===== src/rtl/chrisruk_led_decoder.sv =====
// Two-wire LED strip deframer: turns strip clock/data into one parallel pixel word per LED frame.
// Latency: pixel_valid is high in the cycle after edge E+1, where E first samples led_clk=1 for bit 32.
// Backpressure: none; the strip stream cannot be stalled, and each strobe is a single-cycle pulse.
//
// Ports:
//   clk, reset        system clock, synchronous active-high reset
//   led_clk, led_data strip clock and data from the matrix driver (synchronous to clk)
//   pixel_valid       one-cycle strobe; pixel_idx/bright/b/g/r are valid and then held
//   pixel_idx         LED index within the strip frame (0..LED_COUNT-1)
//   pixel_bright      5-bit global-brightness field
//   pixel_b/g/r       colour bytes, in wire order B, G, R
//   frame_done        one-cycle strobe alongside the last LED's pixel_valid
//   err               one-cycle strobe when a frame is aborted (timeout, or bad header)
//
// Optional build macro LED_HDR_CHECK_EN: require header bits 111 on every LED frame.
// A frame with any other header is aborted with err instead of producing a pixel.
module chrisruk_led_decoder #(
  parameter int LED_COUNT = 64,
  parameter int TIMEOUT   = 255
) (
  input  logic       clk,
  input  logic       reset,
  input  logic       led_clk,
  input  logic       led_data,
  output logic       pixel_valid,
  output logic [5:0] pixel_idx,
  output logic [4:0] pixel_bright,
  output logic [7:0] pixel_b,
  output logic [7:0] pixel_g,
  output logic [7:0] pixel_r,
  output logic       frame_done,
  output logic       err
);

  localparam logic [5:0] LAST_IDX   = 6'(LED_COUNT - 1);
  localparam logic [7:0] IDLE_LIMIT = 8'(TIMEOUT - 1);

  typedef enum logic [1:0] {
    SYNC,
    ARMED,
    LED
  } state_t;

  state_t      state, state_nxt;
  logic        clk_q, clk_d, data_q;
  logic [5:0]  zero_cnt, zero_cnt_nxt;
  logic [4:0]  bit_cnt, bit_cnt_nxt;
  logic [30:0] shreg, shreg_nxt;
  logic [5:0]  led_idx, led_idx_nxt;
  logic [7:0]  idle_cnt;
  logic        valid_nxt, done_nxt, err_nxt, load_pix;
  logic        bit_evt, timeout_hit, hdr_ok;
  logic [31:0] word;

  // A bit is taken on the rising edge of the registered strip clock.
  assign bit_evt = clk_q & ~clk_d;

  // The word as it stands once the current bit is shifted in; only
  // meaningful on the 32nd bit of an LED frame.
  assign word = {shreg, data_q};

  // The idle counter hits TIMEOUT on this edge; a bit event in the same
  // cycle clears it instead, so the pixel always wins over the timeout.
  assign timeout_hit = (state == LED) && !bit_evt && (idle_cnt == IDLE_LIMIT);

`ifdef LED_HDR_CHECK_EN
  assign hdr_ok = (word[31:29] == 3'b111);
`else
  // Header bits only matter when checking is compiled in.
  logic unused_hdr;
  assign unused_hdr = ^word[31:29];
  assign hdr_ok     = 1'b1;
`endif

  always_comb begin
    state_nxt    = state;
    zero_cnt_nxt = zero_cnt;
    bit_cnt_nxt  = bit_cnt;
    shreg_nxt    = shreg;
    led_idx_nxt  = led_idx;
    valid_nxt    = 1'b0;
    done_nxt     = 1'b0;
    err_nxt      = 1'b0;
    load_pix     = 1'b0;

    case (state)
      SYNC: begin
        led_idx_nxt = 6'd0;
        if (bit_evt) begin
          if (data_q) begin
            zero_cnt_nxt = 6'd0;
          end else if (zero_cnt == 6'd31) begin
            // 32nd consecutive zero: start frame seen.
            zero_cnt_nxt = 6'd0;
            state_nxt    = ARMED;
          end else begin
            zero_cnt_nxt = zero_cnt + 6'd1;
          end
        end
      end

      ARMED: begin
        // The first 1 after the zero run is the top header bit of LED 0.
        if (bit_evt && data_q) begin
          state_nxt   = LED;
          bit_cnt_nxt = 5'd1;
          shreg_nxt   = 31'd1;
          led_idx_nxt = 6'd0;
        end
      end

      LED: begin
        if (bit_evt) begin
          shreg_nxt = word[30:0];
          if (bit_cnt == 5'd31) begin
            bit_cnt_nxt = 5'd0;
            if (!hdr_ok) begin
              err_nxt     = 1'b1;
              led_idx_nxt = 6'd0;
              state_nxt   = SYNC;
            end else begin
              valid_nxt = 1'b1;
              load_pix  = 1'b1;
              if (led_idx == LAST_IDX) begin
                done_nxt    = 1'b1;
                led_idx_nxt = 6'd0;
                state_nxt   = SYNC;
              end else begin
                led_idx_nxt = led_idx + 6'd1;
              end
            end
          end else begin
            bit_cnt_nxt = bit_cnt + 5'd1;
          end
        end else if (timeout_hit) begin
          // Strip clock stalled mid-frame: drop the partial LED and resync.
          err_nxt     = 1'b1;
          bit_cnt_nxt = 5'd0;
          led_idx_nxt = 6'd0;
          state_nxt   = SYNC;
        end
      end

      default: state_nxt = SYNC;
    endcase
  end

  always_ff @(posedge clk) begin
    if (reset) begin
      state        <= SYNC;
      clk_q        <= 1'b0;
      clk_d        <= 1'b0;
      data_q       <= 1'b0;
      zero_cnt     <= 6'd0;
      bit_cnt      <= 5'd0;
      shreg        <= 31'd0;
      led_idx      <= 6'd0;
      idle_cnt     <= 8'd0;
      pixel_valid  <= 1'b0;
      frame_done   <= 1'b0;
      err          <= 1'b0;
      pixel_idx    <= 6'd0;
      pixel_bright <= 5'd0;
      pixel_b      <= 8'd0;
      pixel_g      <= 8'd0;
      pixel_r      <= 8'd0;
    end else begin
      clk_q       <= led_clk;
      clk_d       <= clk_q;
      data_q      <= led_data;
      state       <= state_nxt;
      zero_cnt    <= zero_cnt_nxt;
      bit_cnt     <= bit_cnt_nxt;
      shreg       <= shreg_nxt;
      led_idx     <= led_idx_nxt;
      pixel_valid <= valid_nxt;
      frame_done  <= done_nxt;
      err         <= err_nxt;

      if (bit_evt) begin
        idle_cnt <= 8'd0;
      end else if (idle_cnt != 8'hff) begin
        idle_cnt <= idle_cnt + 8'd1;
      end

      // Pixel fields are captured only on a strobe and held otherwise.
      if (load_pix) begin
        pixel_idx    <= led_idx;
        pixel_bright <= word[28:24];
        pixel_b      <= word[23:16];
        pixel_g      <= word[15:8];
        pixel_r      <= word[7:0];
      end
    end
  end

endmodule


===== config.mk =====
export PLATFORM = sky130hd
export DESIGN_NAME = chrisruk_led_decoder
export DESIGN_NICKNAME = d
export VERILOG_FILES = /design/src/rtl/chrisruk_led_decoder.sv
export SDC_FILE = /design/constraint.sdc
export NUM_CORES = 1
export LEC_CHECK = 0
export ABC_CLOCK_PERIOD_IN_PS = 2950
export BUFFER_PORTS_ARGS = -buffer_cell sky130_fd_sc_hd__clkbuf_2
export CORE_MARGIN = 5
export CORE_UTILIZATION = 57
export CTS_BUF_LIST = sky130_fd_sc_hd__clkbuf_16
export DETAILED_ROUTE_END_ITERATION = 10
export MAX_ROUTING_LAYER = met4
export PLACE_DENSITY = 0.76
export SLEW_MARGIN = 20
export SYNTH_ARGS = -nofsm -noshare
export SYNTH_HDL_FRONTEND = slang
export SYNTH_SLANG_ARGS = --single-unit

===== constraint.sdc =====
create_clock -name clk -period 2.95 [get_ports clk]
set_clock_uncertainty 0.1 [all_clocks]
set_input_delay 0.1475 -clock clk [delete_from_list [all_inputs] [get_ports clk]]
set_output_delay 0.1475 -clock clk [all_outputs]
set_load 0.1 [all_outputs]

* Word level (Yosys, flattened, before mapping)
Cells that the tools add are included.
** Word-level totals
- Register bits :: 96
- Bits of input ports :: 4
- Output and inout port bits :: 38
- Word-level logic and storage cells :: 86
** Operators by class
- Add/subtract/negate cells :: 4
- Equal/unequal tests :: 15
- Muxes and demuxes :: 30
- Bitwise logic cells :: 5
- Reductions and logical operators :: 15
** Operators with widths (number)
- 28-bit 2-to-1 mux :: 2
- 28-bit case mux with 2 select lines :: 1
- 6-bit 2-to-1 mux :: 7
- 5-bit 2-to-1 mux :: 4
- 6-bit case mux with 3 select lines :: 1
- 2-bit 2-to-1 mux :: 8
- 6-bit by 1-bit adder with 6-bit output (second input constant) :: 2
- 2-bit inequality test (second input constant) :: 5
- 5-bit case mux with 2 select lines :: 1
- 8-bit by 1-bit adder with 8-bit output (second input constant) :: 1
- 8-bit equality test (second input constant) :: 1
- 8-bit inequality test (second input constant) :: 1
- 7-bit AND reduction :: 1
- 6-bit by 5-bit equality test with 1-bit output (second input constant) :: 1
- 6-bit equality test (second input constant) :: 1
- 3-bit by 2-bit inequality test with 1-bit output (second input constant) :: 2
- 2-bit case mux with 3 select lines :: 1
- 3-bit AND reduction :: 2
- 5-bit by 1-bit adder with 5-bit output (second input constant) :: 1
- 5-bit equality test (second input constant) :: 1
- 1-bit 2-to-1 mux :: 5
- 1-bit NOT :: 4
- 4-bit AND reduction :: 1
- 4-bit OR reduction :: 1
- 12 further kinds :: 14

* Longest topological paths before layout
- Word-level depth :: 8
- Gate-level depth with buffers :: 8
- Depth with buffers taken out :: 7

* Least setup slack after synthesis
Ideal clock, no wire load.
- Path kind :: reg2reg
- Start point :: register bit_cnt[0]
- End point :: register led_idx[4]
- Library setup time :: 0.115 ns
- Arrival :: 1.947 ns
- Data required time :: 2.735 ns
- Slack :: 0.788 ns
- Cell stages (with the launch flop) :: 7
- Cells stage by stage :: dfxtp_1 > ha_1 > and3_1 > ha_1 > a311oi_1 > a2111oi_2 > a31o_1
** Between the ends
- Cells in the longest elaborated chain, start to end :: 3
** RTL lines
- from (decl) :: RTL line 47 : logic [4:0] bit_cnt, bit_cnt_nxt;
- from (signal assigned) :: RTL line 173 : bit_cnt <= bit_cnt_nxt;
- 5-bit equality test :: RTL line 115 : if (bit_cnt == 5'd31) begin
- 3-bit by 2-bit inequality test with 1-bit output (no line)
- 4-bit AND reduction (no line)
- to (signal assigned) :: RTL line 175 : led_idx <= led_idx_nxt;
- to (decl) :: RTL line 49 : logic [5:0] led_idx, led_idx_nxt;
No other way between the ends.
A chain may end at the register's enable or synchronous reset.

* Worst setup path after layout
- Start point :: register bit_cnt[0]
- End point :: register led_idx[2]
The elaborated chain is that of the path after synthesis.

==> impl_summary.log <==
INFO  metric achievable-frequency = 0.412 GHz
INFO  metric share_clk_of_total_power = 44.0%
INFO  metric final_period_minus_worst_setup_slack = 2.43 ns
INFO  metric power_per_cell_area = 582 nW/um^2
INFO  metric number_of_i_o_pins = 42
INFO  metric place_congestion = 0.748
INFO  metric start_util = 58.0%
INFO  metric stdcell_count = 514
INFO  metric worst_case_clock_buffer_depth = 2
INFO  metric routed_via_density = 5.74
INFO  metric postSynthAreaPerCell = 9.19 um^2
INFO  metric die_h = 89.9 um
INFO  metric stdcell_area = 4190 um^2
INFO  metric synth_seq_cells = 96
INFO  metric hold_path_class = input pin to register
INFO  metric grt_util_met1 = 23.9%
INFO  metric total_routing_usage_gr = 18.3%
INFO  metric ant_nets = 0
INFO  metric timing.slew.headroom = 36.5%
INFO  metric power.switching = 0.000536 W
INFO  metric drt_iter0_drc = 167
INFO  metric cts-buffers-inserted = 9
INFO  metric drc = 0
INFO  metric route.detailed.wl_per_inst = 14.1 um
INFO  metric crit_type = register to register
INFO  metric tightest_slew = 0.950 ns
INFO  metric first_global_vias = 2707
INFO  metric max_cap_violations = 0
INFO  metric globalRoute.totalOverflow = 0
INFO  metric final_hold_viol_count = 0
INFO  metric cpMaxStageDelayCell = and3_1
INFO  metric outcome = finished clean
INFO  metric cts_tree = done
INFO  metric clock_sink_count = 96
INFO  metric edff_count_synth = 0
INFO  metric internal_power = 0.00190 W
INFO  metric synth-main-ff-cell = dfxtp_1
INFO  metric first_pass_grt_wire_length = 12400 um
INFO  metric seq_area_frac_synth = 52.8%
INFO  metric port_buffers = 41
INFO  metric floorplan.rows = 29
INFO  metric worst_hold_path.num_cells = 2
INFO  metric worst-endpoint-required = 3.09 ns
INFO  metric yosys_warnings = 0
INFO  metric max-vdd-ir-drop = 0.469 mV
INFO  metric signed_area_change_from_the_synthesized_netlist_to_the_final_layout = 15.0%
INFO  metric tcrit_tclk_final = 82.4%
INFO  metric cts_max_level = 3
INFO  metric worstPathCellList = ha_1 > and3_1 > ha_1 > and3_1 > buf_4 > a21oi_1 > nor3_1
INFO  metric number_of_nets_in_the_layout = 442
INFO  metric place_area = 3890 um^2
INFO  metric gr-usage-met3 = 3.84%
INFO  metric power.share.sequential = 53.8%
INFO  metric drt_pass_1_iters = 4
INFO  metric place.detailed.instances = 496
INFO  metric swShare = 22.0%
INFO  metric report.final.setup_viol = 0
INFO  metric power.share.combinational = 2.2%
INFO  metric clk_latency = 0.33 ns
INFO  metric endpoint_kind = register
INFO  metric antenna_violations_before_repair = 0
INFO  metric synth.lib_cells_used.distinct = 53
INFO  metric dieArea = 8090 um^2
INFO  metric timing.critical_path.fanout_max = 26
INFO  metric netlist_area = 3640 um^2
INFO  metric setup_tns = 0 ns
INFO  metric global_route.usage.met2 = 28.4%
INFO  metric timing.critical_path.slowest_cell_delay = 0.47 ns
INFO  metric ys_async_sr_fraction = 0%
INFO  metric timing.critical_path.arrival = 2.57 ns
INFO  metric grt_max_degree = 40
INFO  metric final_layout_size_suffix_gt1_share = 16.0%
INFO  metric num_antenna_cells = 0
INFO  metric postRouteWirelength = 7230 um
INFO  metric clk_pin_slew = 0.07 ns
INFO  metric finalHoldWorstSlack = 0.178 ns
INFO  metric via_count = 2951
INFO  metric clock_tree.root_cell = clkbuf_16
INFO  metric top_usage_layer = met2
INFO  metric utilization = 66.7%
INFO  metric maxSlewViolCount = 0
INFO  metric critical_path.startpoint_type = register
INFO  metric grt_setup_unrepaired = false
INFO  metric placeable_core_region = 6280 um^2
INFO  metric n_fill_cell = 527
INFO  metric r2r_cells = 7
INFO  metric netlist_instances = 396
INFO  metric mappedNetlistNets = 406
INFO  metric die_w = 89.9 um
INFO  metric leakagePower = 1.59 nW
INFO  metric hpwlAfterDp = 4650 um
==> per-layer routing <==
layer  vias up  routed length (um)
met5         -                   0
li1       1476                   -
met4         0                  91
met1      1393                3430
met2        71                3420
met3        11                 290
==> cell usage after synthesis (4+ instances only) <==
cell type  instances  share of area (%)
dfxtp_1           96                 53
nand2_1           80                8.2
a21oi_1           51                7.0
a22o_1            28                6.7
clkbuf_1          15                1.5
nor2_1            14                1.4
nand3_1           12                1.6
buf_2              8                1.1
ha_1               6                2.1
a31oi_1            5               0.86
and3_1             5               0.86
nor2b_1            5               0.86
xor2_1             5                1.2
nand2b_1           4               0.69
nor3_1             4               0.55
xnor2_1            4               0.96
==> state kept, by name, summed over array words and instances (netlist names), 5 cells and up <==
| name | cells |
|---|---|
| pixel_r | 8 |
| led_idx | 6 |
| pixel_b | 8 |
| bit_cnt | 5 |
| pixel_idx | 6 |
| pixel_g | 8 |
| zero_cnt | 6 |
| pixel_bright | 5 |
| idle_cnt | 8 |
| shreg | 28 |
==> per-stage QoR <==
| stage | power [W] | setup WS (ns) |
|---|---|---|
| after floorplan | 0.00138 | 0.788 |
| after global routing | 0.00252 | 0.317 |
| after detailed placement | 0.00139 | 0.614 |
| after CTS | 0.00246 | 0.531 |
| after global placement | 0.00139 | 0.684 |
| final | 0.00244 | 0.520 |
==> cell families after synthesis <==
group                      Yosys count  synth area share, %
and+or+nand+nor                    146                 18.9
DFF                                 96                 52.8
adders and majority gates            6                 2.06
buffers and inverters               29                 3.50
muxes                                1                0.275
AOI/OAI and AO/OA                  109                 20.3
xor gates and xnor gates             9                 2.16
==> cell usage in the layout (no fill, tap or decap), drive strengths merged, types with 5 or more instances in the layout <==
| cell type | count |
|---|---|
| dfxtp | 96 |
| nand2 | 80 |
| a21oi | 51 |
| clkbuf | 50 |
| a22o | 28 |
| nor2 | 15 |
| nand3 | 12 |
| buf | 8 |
| ha | 6 |
| inv | 6 |
| and3 | 5 |
| a31oi | 5 |
| nor2b | 5 |
| xor2 | 5 |
==> final cells by class <==
| class | count | area (um^2) | share of cell area, % |
|---|---|---|---|
| multi-input combinational | 271 | 1590 | 38.0 |
| clock inverter | 7 | 56.3 | 1.34 |
| tap | 77 | 96.3 | 2.30 |
| sequential | 96 | 1920 | 45.9 |
| clock buffer | 9 | 225 | 5.38 |
| timing repair buffer | 51 | 285 | 6.81 |
| inverter | 3 | 11.3 | 0.269 |
==> final timing paths <==
path                              from                   endpoint  slack (ns)
max            bit_cnt[0]$_SDFFE_PP0P_    led_idx[2]$_SDFFE_PP0P_        0.52
min                              reset   zero_cnt[4]$_SDFFE_PP0P_        0.18
max reg2reg    bit_cnt[0]$_SDFFE_PP0P_    led_idx[2]$_SDFFE_PP0P_        0.52
min reg2reg  pixel_idx[2]$_SDFFE_PP0P_  pixel_idx[2]$_SDFFE_PP0P_        0.35
==> worst max-delay path: cells and delay by family, from the launching register on <==
kind	cells	cell delay [ns]
buf+inv	1	0.36
compound gates	1	0.11
simple gates	3	0.81
fa+ha+maj	2	0.54
flops	1	0.41
==> repair_timing <==
action / 4_1_cts / 5_1_grt
endpoints found under the hold margin: 2 / 0
gates resized for setup: 0 / 0
hold buffers: 2 / 0
setup buffers: 0 / 0
==> power by group through the flow <==
stage,Clock (W),Combinational [W],Sequential (W)
6_report,0.00107,0.0000530,0.00131
5_1_grt,0.00115,0.0000588,0.00131
4_1_cts,0.00109,0.0000530,0.00131
3_5_place_dp,0,0.0000506,0.00134
3_3_place_gp,0,0.0000496,0.00134
2_1_floorplan,0,0.0000398,0.00134
(Power assumes the default switching activity.)
